File: src/rtl/item_eat_detector.sv
// item_eat_detector
//   Watches Pac-Man's tile, looks up the item stored there through a
//   combinational read port, and on a dot/energizer issues a one-cycle
//   eaten event, adds score and holds Pac-Man for a number of frames.
//
//   Optional feature macro: ITEM_EAT_EXTRA_LIFE_EN
//     defined   -> o_extra_life pulses once when the score first reaches
//                  EXTRA_LIFE_SCORE (re-armed only by i_score_clear/reset)
//     undefined -> o_extra_life is tied low
//
//   Handshake note: there is no valid/ready pair here. The item read port
//   is a plain combinational lookup (o_rd_x/o_rd_y -> i_rd_item, same
//   cycle), and every event output is a one-cycle pulse with no
//   back-pressure; the consumer must take it in the cycle it is high.
//
//   o_dbg_state exposes the FSM state (0 IDLE, 1 LOOKUP, 2 COMMIT, 3 FREEZE).
module item_eat_detector #(
  parameter int SCORE_W          = 20,
  parameter int SCORE_DOT        = 10,
  parameter int SCORE_ENERGIZER  = 50,
  parameter int PAUSE_DOT        = 1,
  parameter int PAUSE_ENERGIZER  = 3,
  parameter int EXTRA_LIFE_SCORE = 10000
) (
  input  logic               i_clk,
  input  logic               i_rst_n,
  input  logic               i_frame_tick,
  input  logic               i_enable,
  input  logic               i_item_reload,
  input  logic               i_score_clear,
  input  logic [5:0]         i_pac_x,
  input  logic [5:0]         i_pac_y,
  output logic [5:0]         o_rd_x,
  output logic [5:0]         o_rd_y,
  input  logic [1:0]         i_rd_item,
  output logic               o_item_eaten,
  output logic [1:0]         o_item_eaten_type,
  output logic [5:0]         o_item_x,
  output logic [5:0]         o_item_y,
  output logic               o_energizer_event,
  output logic               o_pac_freeze,
  output logic [SCORE_W-1:0] o_score,
  output logic               o_extra_life,
  output logic [1:0]         o_dbg_state
);

  typedef enum logic [1:0] {
    IDLE   = 2'd0,
    LOOKUP = 2'd1,
    COMMIT = 2'd2,
    FREEZE = 2'd3
  } state_t;

  localparam logic [1:0] ITEM_DOT       = 2'd1;
  localparam logic [1:0] ITEM_ENERGIZER = 2'd2;

  localparam logic [7:0]       FRZ_DOT   = 8'(PAUSE_DOT);
  localparam logic [7:0]       FRZ_ENERG = 8'(PAUSE_ENERGIZER);
  localparam logic [SCORE_W:0] PTS_DOT   = (SCORE_W+1)'(SCORE_DOT);
  localparam logic [SCORE_W:0] PTS_ENERG = (SCORE_W+1)'(SCORE_ENERGIZER);

  state_t             state_q, state_d;
  logic [5:0]         last_x_q, last_y_q;
  logic               last_vld_q;
  logic [5:0]         rd_x_q, rd_y_q;
  logic [1:0]         type_q;
  logic [7:0]         frz_q, frz_d;
  logic [SCORE_W-1:0] score_q, score_d;

  logic               tile_new;
  logic               tile_in_range;
  logic               capture_tile;
  logic               commit_ok;
  logic               is_energ;
  logic [SCORE_W:0]   score_add;
  logic [SCORE_W:0]   score_sum;

  // Tile-change detection and commit qualification
  always_comb begin
    tile_new      = i_enable && (!last_vld_q || (i_pac_x != last_x_q) || (i_pac_y != last_y_q));
    tile_in_range = (i_pac_x <= 6'd35) && (i_pac_y <= 6'd27);
    capture_tile  = (state_q == IDLE) && tile_new && !i_item_reload;
    commit_ok     = (state_q == COMMIT) && !i_item_reload;
    is_energ      = (type_q == ITEM_ENERGIZER);
  end

  // Next state and freeze counter; reload overrides everything
  always_comb begin
    state_d = state_q;
    frz_d   = frz_q;
    if (i_item_reload) begin
      state_d = IDLE;
      frz_d   = 8'd0;
    end else begin
      case (state_q)
        IDLE: begin
          if (tile_new && tile_in_range) state_d = LOOKUP;
        end
        LOOKUP: begin
          if ((i_rd_item == ITEM_DOT) || (i_rd_item == ITEM_ENERGIZER)) state_d = COMMIT;
          else                                                           state_d = IDLE;
        end
        COMMIT: begin
          // a frame tick in this cycle is deliberately not counted
          frz_d   = is_energ ? FRZ_ENERG : FRZ_DOT;
          state_d = (frz_d != 8'd0) ? FREEZE : IDLE;
        end
        FREEZE: begin
          if (i_frame_tick) begin
            if (frz_q <= 8'd1) begin
              frz_d   = 8'd0;
              state_d = IDLE;
            end else begin
              frz_d = frz_q - 8'd1;
            end
          end
        end
        default: state_d = IDLE;
      endcase
    end
  end

  // Saturating score update; clear beats a coincident commit
  always_comb begin
    score_add = '0;
    if (commit_ok) score_add = is_energ ? PTS_ENERG : PTS_DOT;
    score_sum = {1'b0, score_q} + score_add;
    score_d   = score_sum[SCORE_W] ? {SCORE_W{1'b1}} : score_sum[SCORE_W-1:0];
    if (i_score_clear) score_d = '0;
  end

  // FSM, counter and score registers
  always_ff @(posedge i_clk or negedge i_rst_n) begin
    if (!i_rst_n) begin
      state_q <= IDLE;
      frz_q   <= 8'd0;
      score_q <= '0;
    end else begin
      state_q <= state_d;
      frz_q   <= frz_d;
      score_q <= score_d;
    end
  end

  // Last-tile tracking, read address and sampled item type
  always_ff @(posedge i_clk or negedge i_rst_n) begin
    if (!i_rst_n) begin
      last_x_q   <= 6'd0;
      last_y_q   <= 6'd0;
      last_vld_q <= 1'b0;
      rd_x_q     <= 6'd0;
      rd_y_q     <= 6'd0;
      type_q     <= 2'd0;
    end else begin
      if (i_item_reload) begin
        last_vld_q <= 1'b0;
      end else if (capture_tile) begin
        last_x_q   <= i_pac_x;
        last_y_q   <= i_pac_y;
        last_vld_q <= 1'b1;
        // tunnel tiles only update the last tile; the read address is kept
        if (tile_in_range) begin
          rd_x_q <= i_pac_x;
          rd_y_q <= i_pac_y;
        end
      end
      if (state_q == LOOKUP) type_q <= i_rd_item;
    end
  end

`ifdef ITEM_EAT_EXTRA_LIFE_EN
  logic awarded_q;
  logic extra_life_q;

  // One-shot award the cycle after the score first reaches the threshold
  always_ff @(posedge i_clk or negedge i_rst_n) begin
    if (!i_rst_n) begin
      awarded_q    <= 1'b0;
      extra_life_q <= 1'b0;
    end else if (i_score_clear) begin
      awarded_q    <= 1'b0;
      extra_life_q <= 1'b0;
    end else begin
      extra_life_q <= 1'b0;
      if (!awarded_q && (64'(score_q) >= 64'(EXTRA_LIFE_SCORE))) begin
        awarded_q    <= 1'b1;
        extra_life_q <= 1'b1;
      end
    end
  end

  assign o_extra_life = extra_life_q;
`else
  assign o_extra_life = 1'b0;
`endif

  assign o_rd_x            = rd_x_q;
  assign o_rd_y            = rd_y_q;
  assign o_item_eaten      = commit_ok;
  assign o_item_eaten_type = commit_ok ? type_q : 2'd0;
  assign o_item_x          = commit_ok ? rd_x_q : 6'd0;
  assign o_item_y          = commit_ok ? rd_y_q : 6'd0;
  assign o_energizer_event = commit_ok && is_energ;
  assign o_pac_freeze      = (state_q == FREEZE) && !i_item_reload;
  assign o_score           = score_q;
  assign o_dbg_state       = state_q;

endmodule

File: config.mk
export PLATFORM = sky130hd
export DESIGN_NAME = item_eat_detector
export DESIGN_NICKNAME = d
export VERILOG_FILES = /design/src/rtl/item_eat_detector.sv
export SDC_FILE = /design/constraint.sdc
export NUM_CORES = 1
export LEC_CHECK = 0
export CORE_MARGIN = 2
export CORE_UTILIZATION = 50
export CTS_CLUSTER_SIZE = 25
export DETAILED_ROUTE_END_ITERATION = 8
export GPL_TIMING_DRIVEN = 0
export HOLD_SLACK_MARGIN = 0.03
export PLACE_DENSITY_LB_ADDON = 0.2
export REMOVE_ABC_BUFFERS = 1
export SETUP_SLACK_MARGIN = 0.4
export SLEW_MARGIN = 20
export SYNTH_ARGS = -nofsm -noshare
export SYNTH_HDL_FRONTEND = slang
export SYNTH_SLANG_ARGS = --single-unit
File: constraint.sdc
create_clock -name i_clk -period 3.31 [get_ports i_clk]
set_input_delay 0.662 -clock i_clk [delete_from_list [all_inputs] [get_ports i_clk]]
set_output_delay 0.662 -clock i_clk [all_outputs]
set_load 0.01 [all_outputs]
==> metrics.txt <==
Clock Path Buffers 2; R2R depth 7; diode count 0; placed cell count 421; Sink Count 57; pin count of the biggest net entering global routing 31; first-pass GRT wire length 10900 µm; CTS tree yes; worst-margin pin slew 0.771 ns; post-synth top area share 46.4%; Reg-to-Reg End o_score[15]$_DFF_PN0_; Mapped Cells 283; ys flop type dfrtp_1; Psw 0.523 mW; drt via density 5.53; busiest grt layer met2; Pint 1.41 mW; WL/cell 15.4 µm; Die ar. 6790 µm²; Max Clock Freq 0.349 GHz; Clk pwr share 34.2%; initial antenna violation count 0; Seq/Total Area, Yosys 46.4%; Root Driver clkbuf_8; R2R Setup Slk 0.75 ns; startpoint types flip-flop; reg-to-reg critical path startpoint o_dbg_state[1]$_DFFE_PN0P_; endpoints failing setup 0; WL final 6720 µm; ratio of cells with drive above 1 in the final layout 16.9%; Crit Path Max Fanout 13; final worst path period need 2.87 ns; status finished clean; Design Power 1.93 mW; DR vias 2417; Syn Std Cell Area 3070 µm²; met3 Track Usage GR 4.57%; post-synthesis average cell area 10.9 µm²; core box area 5920 µm²; Gate power share 21.0%; Worst setup EP type output pin; post-route cell area 4100 µm²; pre-CTS setup slack -0.756 ns; Max-slew headroom 48.4%; Cell Count, Final, Fillers Out 437; CTS Buf Count 9; placed inst area 3820 µm²; nets@finish 383; Syn. warnings 0; htree depth 3; routing usage on met1 26.0%; DR iter-0 viols 140; max cap viols 0; Worst VDD drop 0.304 mV; number of flops mapped to enable cells by yosys 0; most frequent cells after synthesis 57 x dfrtp_1, 21 x a21oi_1, 21 x xnor2_1; number of global-route vias before repair 2408; max-slew violations 0; Sequential Power Share 44.8%; # DRC 0; Cell variety after synth 53; gr ovfl total 0; final core occ 69.2%; period utilisation layout 86.6%; Area Growth Syn to Fin 33.4%; IO Port Bufs 70; DP Wirelength 4710 µm; final worst slack 0.442 ns; Worst EP arrival 2.21 ns; Final Skew 0.00688 ns; Synth area leader dfrtp_1; # rows 28; Critical Path Sink o_energizer_event; clk_lat worst skew 0.33 ns; routability congestion estimate 0.799; initial core utilization 51.9%; CP Class flip-flop to output pin; ys async rst share 100%; chip width 82.4 µm; I/O pin total 72; Setup crit start o_dbg_state[0]$_DFFE_PN0P_; hold_ws 0.240 ns; Routed Antenna Nets 0; Crit path required time 2.65 ns; top-count cell post-synth dfrtp_1; clk slew on worst S/H paths 0.07 ns; Area contributors post-synth dfrtp_1 46%, xnor2_1 6.0%, mux2_2 5.1%; Cell Pwr Density 471 nW/µm²; RSZ-0062 raised after global routing yes; Yosys reg bits 57; Sw Ratio 27.1%; Setup TNS 0 ns; final hold vios 0; die height 82.4 µm; Initial DRT Pass Iterations 4; M2 GR Usage 34.5%; Global Route Usage Sum 21.0%; Leak 1.69 nW; min-delay worst type primary input to asynchronous set/reset pin
## routing by layer
layer,vias to the layer above,share of wire [%]
li1,1155,-
met1,1190,44
met2,63,49
met3,9,5.3
met4,0,1.6
met5,-,0
## cell type report
cell class / instances / area (µm²)
sequential: 57 / 1430
timing repair buffer: 72 / 733
multi-input combinational: 208 / 1610
tap: 75 / 93.8
fill: 471 / 1820
clock inverter: 3 / 40.0
clock buffer: 12 / 155
inverter: 10 / 37.5
## power groups by stage
stage	Sequential, mW	Clock [mW]	Combinational, mW
after floorplan	0.875	0	0.219
after global placement	0.871	0	0.389
after detailed placement	0.875	0	0.398
after CTS	0.865	0.667	0.403
after global routing	0.878	0.697	0.443
final	0.865	0.660	0.404
## cells by family (layout without fill, tap and decap cells)
family,count (synthesis),count (layout),synth area share [%]
AOI/OAI and AO/OA,56,56,12.3
xor gates and xnor gates,28,28,7.98
adders and majority gates,5,5,2.04
buffers and inverters,18,97,3.26
DFF,57,57,46.4
muxes,24,24,9.85
other,1,1,0.122
and+or+nand+nor,94,94,18.0
## critical path, stage by stage (launching register included)
cell	delay (ns)
dfrtp_1	0.54
nor3b_2	0.48
nand2_1	0.22
inv_1	0.10
clkdlybuf4s50_1	0.53
## state kept, by name (all words and copies together), names as in the netlist
register     flops
last_y_q         6
last_vld_q       1
last_x_q         6
o_dbg_state      2
o_score         20
type_q           2
o_rd_x           6
frz_q            8
o_rd_y           6
## cell usage in the layout, fill, tap and decap left out, drive strengths merged, types with 2 or more instances in the layout
cell / n
clkdlybuf4s50: 68
dfrtp: 57
mux2: 23
xnor2: 21
a21oi: 21
and2: 18
nor2: 17
nand2: 16
clkbuf: 13
nor3: 11
inv: 10
o21ai: 8
xor2: 7
a31oi: 7
nor2b: 5
ha: 5
nand4: 4
o211ai: 4
a211oi: 4
and3: 3
nor4b: 3
nand2b: 3
buf: 3
nand3: 2
or4: 2
a41o: 2
nor4: 2
clkinv: 2
a22oi: 2
## how the worst min path moves through the flow
stage / start / to / slack (ns) / depth (start not counted)
detailed placement: last_vld_q$_DFFE_PN0P_ / last_vld_q$_DFFE_PN0P_ / 0.49 / 1
finish: i_rst_n / o_score[14]$_DFF_PN0_ / 0.24 / 1
CTS: i_rst_n / o_score[14]$_DFF_PN0_ / 0.25 / 1
floorplan: i_rst_n / frz_q[0]$_DFFE_PN0P_ / 0.37 / 0
global placement: last_vld_q$_DFFE_PN0P_ / last_vld_q$_DFFE_PN0P_ / 0.46 / 1
global route: i_rst_n / o_score[14]$_DFF_PN0_ / 0.26 / 1
## timing repair
| action | 4_1_cts | 5_1_grt |
|---|---|---|
| endpoints found under the setup margin | 37 | 10 |
| resized for setup | 5 | 11 |
| setup buffers | 1 | 0 |
| endpoints found under the hold margin | 0 | 0 |
| hold buffers | 0 | 0 |
| pin swaps | 1 | 1 |
| gates cloned | 0 | 0 |
No activity file was read; power rests on OpenSTA's default activity.
